File: config.mk
export PLATFORM = sky130hd
export DESIGN_NAME = ahb_switch_arbiter
export DESIGN_NICKNAME = d
export VERILOG_FILES = /design/src/rtl/ahb_switch_arbiter.sv
export SDC_FILE = /design/constraint.sdc
export NUM_CORES = 1
export LEC_CHECK = 0
export CAP_MARGIN = 25
export CORE_ASPECT_RATIO = 0.8
export CORE_MARGIN = 3
export CORE_UTILIZATION = 30
export DETAILED_ROUTE_END_ITERATION = 8
export MAX_ROUTING_LAYER = met4
export SLEW_MARGIN = 20
export SYNTH_ARGS = -nofsm -noshare
export SYNTH_HDL_FRONTEND = slang
export SYNTH_SLANG_ARGS = --single-unit
export TNS_END_PERCENT = 100
File: constraint.sdc
create_clock -name HCLK -period 5.45 [get_ports HCLK]
set_clock_uncertainty 0.15 [all_clocks]
set_input_delay 0.545 -clock HCLK [delete_from_list [all_inputs] [get_ports HCLK]]
set_output_delay 0.545 -clock HCLK [all_outputs]
set_load 0.01 [all_outputs]
File: src/rtl/ahb_switch_arbiter.sv
// ahb_switch_arbiter: per-slave-port AHB arbiter (fixed/rr/priority-rr, burst+lock aware, starvation boost); in: HCLK HRESET mst_* HREADY, out: grant grant_idx switched starved
module ahb_switch_arbiter #(
  parameter int MASTERS = 3,
  parameter int ARB_MODE = 2,
  parameter int STARVE_LIMIT = 16,
  parameter int CNT_W = 5,
  localparam int IW = (MASTERS > 1) ? $clog2(MASTERS) : 1
) (
  input  logic                 HCLK,
  input  logic                 HRESET,
  input  logic [MASTERS-1:0]   mst_req,
  input  logic [3*MASTERS-1:0] mst_priority,
  input  logic [2*MASTERS-1:0] mst_HTRANS,
  input  logic [3*MASTERS-1:0] mst_HBURST,
  input  logic [MASTERS-1:0]   mst_HMASTLOCK,
  input  logic                 HREADY,
  output logic [MASTERS-1:0]   grant,
  output logic [IW-1:0]        grant_idx,
  output logic                 switched,
  output logic [MASTERS-1:0]   starved
);
  if (MASTERS == 1) begin : g_single
    assign grant = 1'b1;
    assign grant_idx = '0;
    assign switched = 1'b0;
    assign starved = '0;
  end else begin : g_multi
    logic [MASTERS-1:0] r_grant;
    logic [IW-1:0]      r_idx;
    logic [IW-1:0]      r_ptr;
    logic               r_switched;
    logic [3:0]         r_beat;
    logic [MASTERS-1:0] r_starved;
    logic [1:0]         w_htrans [MASTERS];
    logic [2:0]         w_burst [MASTERS];
    logic [3:0]         w_class [MASTERS];
    logic [3:0]         w_max;
    logic [MASTERS-1:0] w_cand;
    logic [IW-1:0]      w_win;
    logic [IW-1:0]      w_next_idx;
    logic [MASTERS-1:0] w_next_grant;
    logic [1:0]         w_own_tr;
    logic [2:0]         w_own_burst;
    logic [3:0]         w_load;
    logic [3:0]         w_beat_next;
    logic               w_switchable;
    logic               w_take;
    always_comb begin
      w_max = '0;
      for (int m = 0; m < MASTERS; m++) begin
        w_htrans[m] = mst_HTRANS[2*m +: 2];
        w_burst[m] = mst_HBURST[3*m +: 3];
        w_class[m] = r_starved[m] ? 4'd8 : (ARB_MODE == 1) ? 4'd0 : {1'b0, mst_priority[3*m +: 3]};
        if (mst_req[m] && w_class[m] > w_max) w_max = w_class[m];
      end
    end
    always_comb begin
      w_cand = '0;
      for (int m = 0; m < MASTERS; m++) w_cand[m] = mst_req[m] && (w_class[m] == w_max);
    end
    // descending scan so the last hit (lowest index / nearest after pointer) wins
    always_comb begin
      w_win = '0;
      if (ARB_MODE == 0) begin
        for (int m = MASTERS - 1; m >= 0; m--) if (w_cand[m]) w_win = IW'(m);
      end else begin
        for (int k = MASTERS; k >= 1; k--)
          if (w_cand[(int'(r_ptr) + k) % MASTERS]) w_win = IW'((int'(r_ptr) + k) % MASTERS);
      end
    end
    assign w_own_tr = w_htrans[r_idx];
    assign w_own_burst = w_burst[r_idx];
    assign w_switchable = !mst_HMASTLOCK[r_idx] && (r_beat == 4'd0) &&
                          (!mst_req[r_idx] || w_own_tr == 2'd0 || w_own_tr == 2'd2);
    assign w_take = HREADY && w_switchable && (|mst_req);
    assign w_next_idx = w_take ? w_win : r_idx;
    assign w_next_grant = MASTERS'(1) << w_next_idx;
    assign w_load = (w_own_burst >= 3'd6) ? 4'd15 : (w_own_burst >= 3'd4) ? 4'd7 :
                    (w_own_burst >= 3'd2) ? 4'd3 : 4'd0;
    // a handover starts the new owner with no burst outstanding
    assign w_beat_next = (w_next_idx != r_idx) ? 4'd0 :
                         (w_own_tr == 2'd2) ? w_load :
                         (w_own_tr == 2'd3) ? ((r_beat == 4'd0) ? 4'd0 : r_beat - 4'd1) :
                         (w_own_tr == 2'd1) ? r_beat : 4'd0;
    always_ff @(posedge HCLK) begin
      if (HRESET) begin
        r_grant <= MASTERS'(1);
        r_idx <= '0;
        r_ptr <= IW'(MASTERS - 1);
        r_switched <= 1'b0;
        r_beat <= '0;
      end else if (HREADY) begin
        r_grant <= w_next_grant;
        r_idx <= w_next_idx;
        r_ptr <= w_take ? w_win : r_ptr;
        r_switched <= (w_next_idx != r_idx);
        r_beat <= w_beat_next;
      end else begin
        r_switched <= 1'b0;
      end
    end
    if (STARVE_LIMIT > 0) begin : g_starve
      logic [CNT_W-1:0] r_cnt [MASTERS];
      logic [CNT_W-1:0] w_cnt_next [MASTERS];
      always_comb begin
        for (int m = 0; m < MASTERS; m++)
          w_cnt_next[m] = (!mst_req[m] || w_next_grant[m]) ? '0 :
                          (&r_cnt[m]) ? r_cnt[m] : r_cnt[m] + CNT_W'(1);
      end
      always_ff @(posedge HCLK) begin
        if (HRESET) begin
          for (int m = 0; m < MASTERS; m++) r_cnt[m] <= '0;
          r_starved <= '0;
        end else if (HREADY) begin
          for (int m = 0; m < MASTERS; m++) begin
            r_cnt[m] <= w_cnt_next[m];
            r_starved[m] <= (w_cnt_next[m] >= CNT_W'(STARVE_LIMIT));
          end
        end
      end
    end else begin : g_no_starve
      assign r_starved = '0;
    end
    assign grant = r_grant;
    assign grant_idx = r_idx;
    assign switched = r_switched;
    assign starved = r_starved;
  end
endmodule
# Word-level counts from Yosys, hierarchy flattened
# Memories as Yosys holds them, arrays and structs flattened.
# Index checks and enable logic that the tools add are counted.
[classes]
n_div = 3
n_bitwise = 5
n_lt_le_gt_ge = 14
n_mux = 51
mul = 0
eq_ne = 8
shifts = 1
n_addsub = 7
n_reduce_logical = 29
[ops]
columns = ["cell", "n"]
rows = [
  ["$lt 32x4->1 const B", 3],
  ["$mod 32x3->32 const B", 3],
  ["$mux 4", 12],
  ["$mux 5", 9],
  ["$add 5x1->5 const B", 3],
  ["$ge 5x5->1 const B", 3],
  ["$reduce_and 5->1", 3],
  ["$mux 2", 7],
  ["$mux 1", 13],
  ["$eq 4x4->1", 3],
  ["$bmux 1 s2", 5],
  ["$logic_and 1x1->1", 10],
  ["$ge 3x3->1 const B", 3],
  ["$mux 3", 3],
  ["$gt 4x4->1", 2],
  ["$add 2x2->3 const B", 2],
  ["$bmux 3 s2", 1],
  ["$logic_not 1->1", 5],
  ["$logic_or 1x1->1", 5],
  ["$bmux 2 s2", 1],
  ["$eq 2x2->1 const B", 2],
  ["$gt 4x1->1 const B", 1],
  ["$logic_not 4->1", 1],
  ["$ne 4x4->1 const B", 1],
  ["14 further kinds", 17],
]
[word_totals]
memories = 1
latchBits = 0
inputBits = 33
mem_bits_rw = 15
mem_bits_ro = 0
ff_bits = 15
out_inout_bits = 9
[memory_table]
columns = ["name", "words", "width", "rd", "rd_ports_with_merged_regs", "wr", "line", "text"]
rows = [
  ["g_multi.g_starve.r_cnt", 3, 5, 3, 0, 3, "103", "logic [CNT_W-1:0] r_cnt [MASTERS];"],
]

# Longest topological paths before layout
[depth]
word_depth = 23
depth_mapped = 22
ltp_nobuf = 21

# Worst setup path after synthesis
# No wires, ideal clock.
[synth_path]
kind = "input to register"
startpoint = "input port mst_req[0]"
endpoint = "memory g_multi.g_starve.r_cnt[0][0], data pin"
slack_ns = 0.338
required_time_ns = 5.037
setup_ns = 0.263
path_buffers = 1
arrival_time_ns = 4.699
stages = 22
cell_sequence = "nor2b_1 > and2_1 > inv_1 > ha_1 > nand4_1 > nand2_1 > a21oi_2 > mux2_2 > inv_1 > ha_1 > nand4_1 > nand2_1 > or2_1 > buf_6 > or3_1 > a211o_1 > o21a_1 > or2_1 > o211ai_1 > o21ai_2 > o211ai_2 > nor2_1"
[synth_lines]
columns = ["item", "line", "text"]
rows = [
  ["start: declaration", "11", "input logic [MASTERS-1:0] mst_req,"],
  ["end: declaration", "103", ""],
]

# Final worst setup path
[layout_path]
startpoint = "input port mst_priority[4]"
endpoint = "register g_multi.r_beat[1]"
[layout_between]
elab_chain_cells = 19
word_cells_on_any_way = 30
cone_classes = "order compare (2); eq/ne (5); mux (17); reduce/logical (6)"
[layout_lines]
columns = ["item", "line", "text"]
rows = [
  ["start: declaration", "12", "input logic [3*MASTERS-1:0] mst_priority,"],
  ["$mux 4 (*)", "53", "w_class[m] = r_starved[m] ? 4'd8 : (ARB_MODE == 1) ? 4'd0 : {1'b0, mst_priority[3*m +: 3]};"],
  ["$gt 4x4->1", "54", "if (mst_req[m] && w_class[m] > w_max) w_max = w_class[m];"],
  ["$logic_and 1x1->1", "54", ""],
  ["$mux 4", "54", ""],
  ["$gt 4x4->1", "54", ""],
  ["$logic_and 1x1->1", "54", ""],
  ["$mux 4", "54", ""],
  ["$eq 4x4->1", "59", "for (int m = 0; m < MASTERS; m++) w_cand[m] = mst_req[m] && (w_class[m] == w_max);"],
  ["$logic_and 1x1->1", "59", ""],
  ["$bmux 1 s2", "68", "if (w_cand[(int'(r_ptr) + k) % MASTERS]) w_win = IW'((int'(r_ptr) + k) % MASTERS);"],
  ["$mux 1 (not written as such) (2 in series)", "68", ""],
  ["$mux 2 (2 in series)", "68", ""],
  ["$mux 2 (*)", "68", ""],
  ["$mux 2 (*)", "76", "assign w_next_idx = w_take ? w_win : r_idx;"],
  ["$ne 2x2->1 (*)", "81", "assign w_beat_next = (w_next_idx != r_idx) ? 4'd0 :"],
  ["$ne 4x4->1 (no line)", "--", ""],
  ["$reduce_and 2->1 (no line)", "--", ""],
  ["end signal: assignment", "97", "r_beat <= w_beat_next;"],
  ["end: declaration", "32", "logic [3:0] r_beat;"],
]
# Every way passes the cells marked *; elsewhere a longest branch is shown, timed or not. The select of a mux whose other input is x is not followed.
# A chain may end at the register's enable or synchronous reset.

==> summary.txt <==
Status: completed
Worst path cell trace: clkdlybuf4s50_1, nor2b_4, ha_4, nor2b_4, o211a_1, o2111ai_2, nand2_1, inv_2, ha_1, and4b_1, a211oi_4, or2_1, buf_2, o211ai_1, a211o_1, o21a_2, or4_4, o31ai_2, a32oi_2, a41oi_4, o32ai_2
Met2 wire len: 3.612 mm
Seq/Total Area, Yosys: 0.2906
EDFF count, synth: 15
Average wire per standard cell: 15.80 um
Initial core utilization: 0.3165
First-pass GRT wire length: 12.55 mm
Tmin final: 5306 ps
Max_cap viols: 0
Most common cell on crit path: nor2b_4
Largest net degree at the start of global routing: 17
Crit path max-delay family: compound AO/OA/AOI/OAI gates
Buffers and inverters on the worst path: 3
Hold crit path type: flip-flop to flip-flop
Crit path largest cell delay: 490 ps
Leak: 1.554 nW
Inserted Clock Buffers: 5
Core Box Area: 8164 sq um
Post-synthesis cell count: 300
Synth Register Bits: 30
CTS clock-pin slew for the worst setup and hold paths: 60 ps
# IOs: 42
Max Root-Sink Buffers: 2
Final wirelength: 8.107 mm
CP max stage cell: clkdlybuf4s50_1
Critical path class: primary input to flip-flop
Final Hold Viols: 0
Max frequency: 188.5 MHz
Remaining Overflow, GRT: 0
Layout Utilization: 0.4832
First DRT Iteration DRCs: 213
Syn Std Cell Area: 2584 sq um
Max IR drop VDD: 144.0 uV
Tot Pwr: 0.8093 mW
Final-stage net count: 452
CTS root buffer: clkbuf_8
Vias per cell: 5.277
DR DRC count: 0
Total negative slack: 0 ps
Final cell count without fillers: 513
Clk Latency, worst-skew pair: 280 ps
Slew @ Worst Pin: 902.3 ps
Die Y-Extent: 89.01 um
Fin crit share: 0.9735
# setup viols final: 0
PwrDens: 205.2 nW/um^2
Asr flop ratio synth: 0
TritonCTS Sinks: 30
Post-Syn Area per Cell: 8.612 sq um
Vias: 2,707
Layout cells sized above 1: 0.3037
Vias in the first global route: 2,512
Met3 Routed Length: 556 um
CTS H-Tree Depth: 2
Required time of the critical path: 5450 ps
# rows: 29
Yosys cell types: 69
Area grow syn2layout: 52.69%
Placed cells: 489
Worst-path maximum fanout: 5
Slew Limit Fails: 0
Initial antenna violation count: 0
CP arrival: 5310 ps
Detailed placer's ending HPWL: 5.832 mm
GP Congestion: 0.8729
Uppermost layer routed: met4
ANT cells: 0
Worst setup SP type: primary input
Total Routing Usage GR: 0.1683
Die area: 9769 sq um
Relative slew margins: 0.3933
M1 WL: 3.930 mm
Antenna Nets Post-Route: 0
CTS tree: built
CP Capture Type: flip-flop
Ys flop type: edfxtp_1
Synth warn: 0
Die Width: 109.8 um
Count of input and output buffers: 38
Net Count, Synth: 348
Router iterations before antenna repair: 5
==> cell usage after synthesis, types with 3 or more instances <==
cell type | count | share of area
o21a_1 | 4 | 0.012
nand2_1 | 26 | 0.038
o2111ai_1 | 4 | 0.014
and2_1 | 3 | 0.0073
o211ai_1 | 3 | 0.0087
o32ai_1 | 4 | 0.014
o211ai_2 | 3 | 0.015
nand3_1 | 7 | 0.014
o31ai_1 | 4 | 0.012
nand4_1 | 5 | 0.012
mux2i_1 | 8 | 0.031
or2_1 | 3 | 0.0073
xor2_1 | 6 | 0.020
a211oi_1 | 4 | 0.012
a31oi_1 | 6 | 0.015
o21ai_0 | 12 | 0.023
nor2b_1 | 10 | 0.024
a21oi_1 | 13 | 0.025
a21o_1 | 4 | 0.012
edfxtp_1 | 15 | 0.17
ha_1 | 15 | 0.073
clkbuf_1 | 4 | 0.0058
inv_1 | 20 | 0.029
nor3b_1 | 3 | 0.0087
nor3_1 | 5 | 0.0097
dfxtp_1 | 15 | 0.12
xnor2_1 | 9 | 0.031
nor2_1 | 28 | 0.041
==> stage by stage <==
stage | setup slack, ps | hold slack [ps] | area [sq um]
finish | 144.5 | 338.5 | 3945
global route | -3.735 | 390.1 | 3945
CTS | 0.5969 | 344.6 | 3701
detailed placement | -533.9 | 335.5 | 3441
global placement | -385.5 | 323.0 | 3441
floorplan | 338.1 | 303.6 | 2584
==> path summary, 6_finish.rpt <==
check             slack (ps)                 to  cells after the start              from
setup / recovery         140  g_multi.r_beat[1]                     21   mst_priority[4]
hold / removal           340   g_multi.r_ptr[0]                      2  g_multi.r_ptr[0]
setup reg to reg         230  g_multi.r_beat[1]                     24        starved[0]
hold reg to reg          340   g_multi.r_ptr[0]                      2  g_multi.r_ptr[0]
==> logic make-up (layout without fill, tap and decap cells) <==
logic type               after synthesis  count (layout)  share of synthesized area
AO/OA/AOI/OAI                        102             102                     0.3090
AND/OR/NAND/NOR                      101             101                     0.1966
flip-flops                            30              30                     0.2906
buffers and inverters                 28             133                    0.04503
adder cells (fa/ha/maj)               15              15                    0.07264
XOR/XNOR                              15              15                    0.05085
multiplexers                           9               9                    0.03535
==> placed cells by master, fill, tap and decap left out, types with 5 or more instances in the layout <==
cell type / n
inv_1: 19
nand4_1: 5
nor2b_1: 6
ha_1: 11
a31oi_1: 6
dfxtp_1: 15
o21ai_0: 8
edfxtp_1: 15
mux2i_1: 8
buf_4: 64
clkbuf_8: 5
nor2_1: 26
o21ai_1: 5
nand3_1: 7
xnor2_1: 9
clkdlybuf4s50_1: 34
a21oi_1: 11
xor2_1: 6
nand2_1: 24
==> final cells by class <==
cell class	instances	area [sq um]
Timing Repair Buffer	105	898.4
Clock buffer	6	72.57
Sequential cell	30	750.7
Inverter	20	75.07
Multi-Input combinational cell	242	1979
Tap cell	108	135.1
Fill cell	767	4219
Clock inverter	2	33.78
==> routing by layer <==
| metal | vias up | global-route usage |
|---|---|---|
| met2 | 92 | 0.2443 |
| met1 | 1259 | 0.2480 |
| met3 | 2 | 0.03538 |
| met5 | - | - |
| li1 | 1354 | - |
| met4 | 0 | 0.01586 |
==> power breakdown <==
group | total (mW) | internal, mW | switching [mW]
clock network | 0.218 | 0.135 | 0.0833
logic | 0.329 | 0.166 | 0.163
registers | 0.262 | 0.249 | 0.0128
total | 0.809 | 0.550 | 0.259
==> flip-flops by register name (all words and copies together), names as in the netlist <==
name,flops
starved,3
g_multi.r_ptr,2
g_multi.r_beat,4
switched,1
g_multi.g_starve.r_cnt,15
grant_idx,2
grant,3
==> what timing repair did <==
action | CTS | global route
hold buffers | 0 | 0
endpoints found under the hold margin | 0 | 0
pin swaps | 15 | 17
gates resized for setup | 16 | 43
setup buffers | 11 | 4
endpoints found under the setup margin | 27 | 29
cloned | 0 | 1
==> tightest hold or removal path, cell delays in order, from the launching register on <==
cell,delay (ps)
dfxtp_1,330
nand2_1,60
a21oi_1,60
No activity file was read; power rests on OpenSTA's default activity.
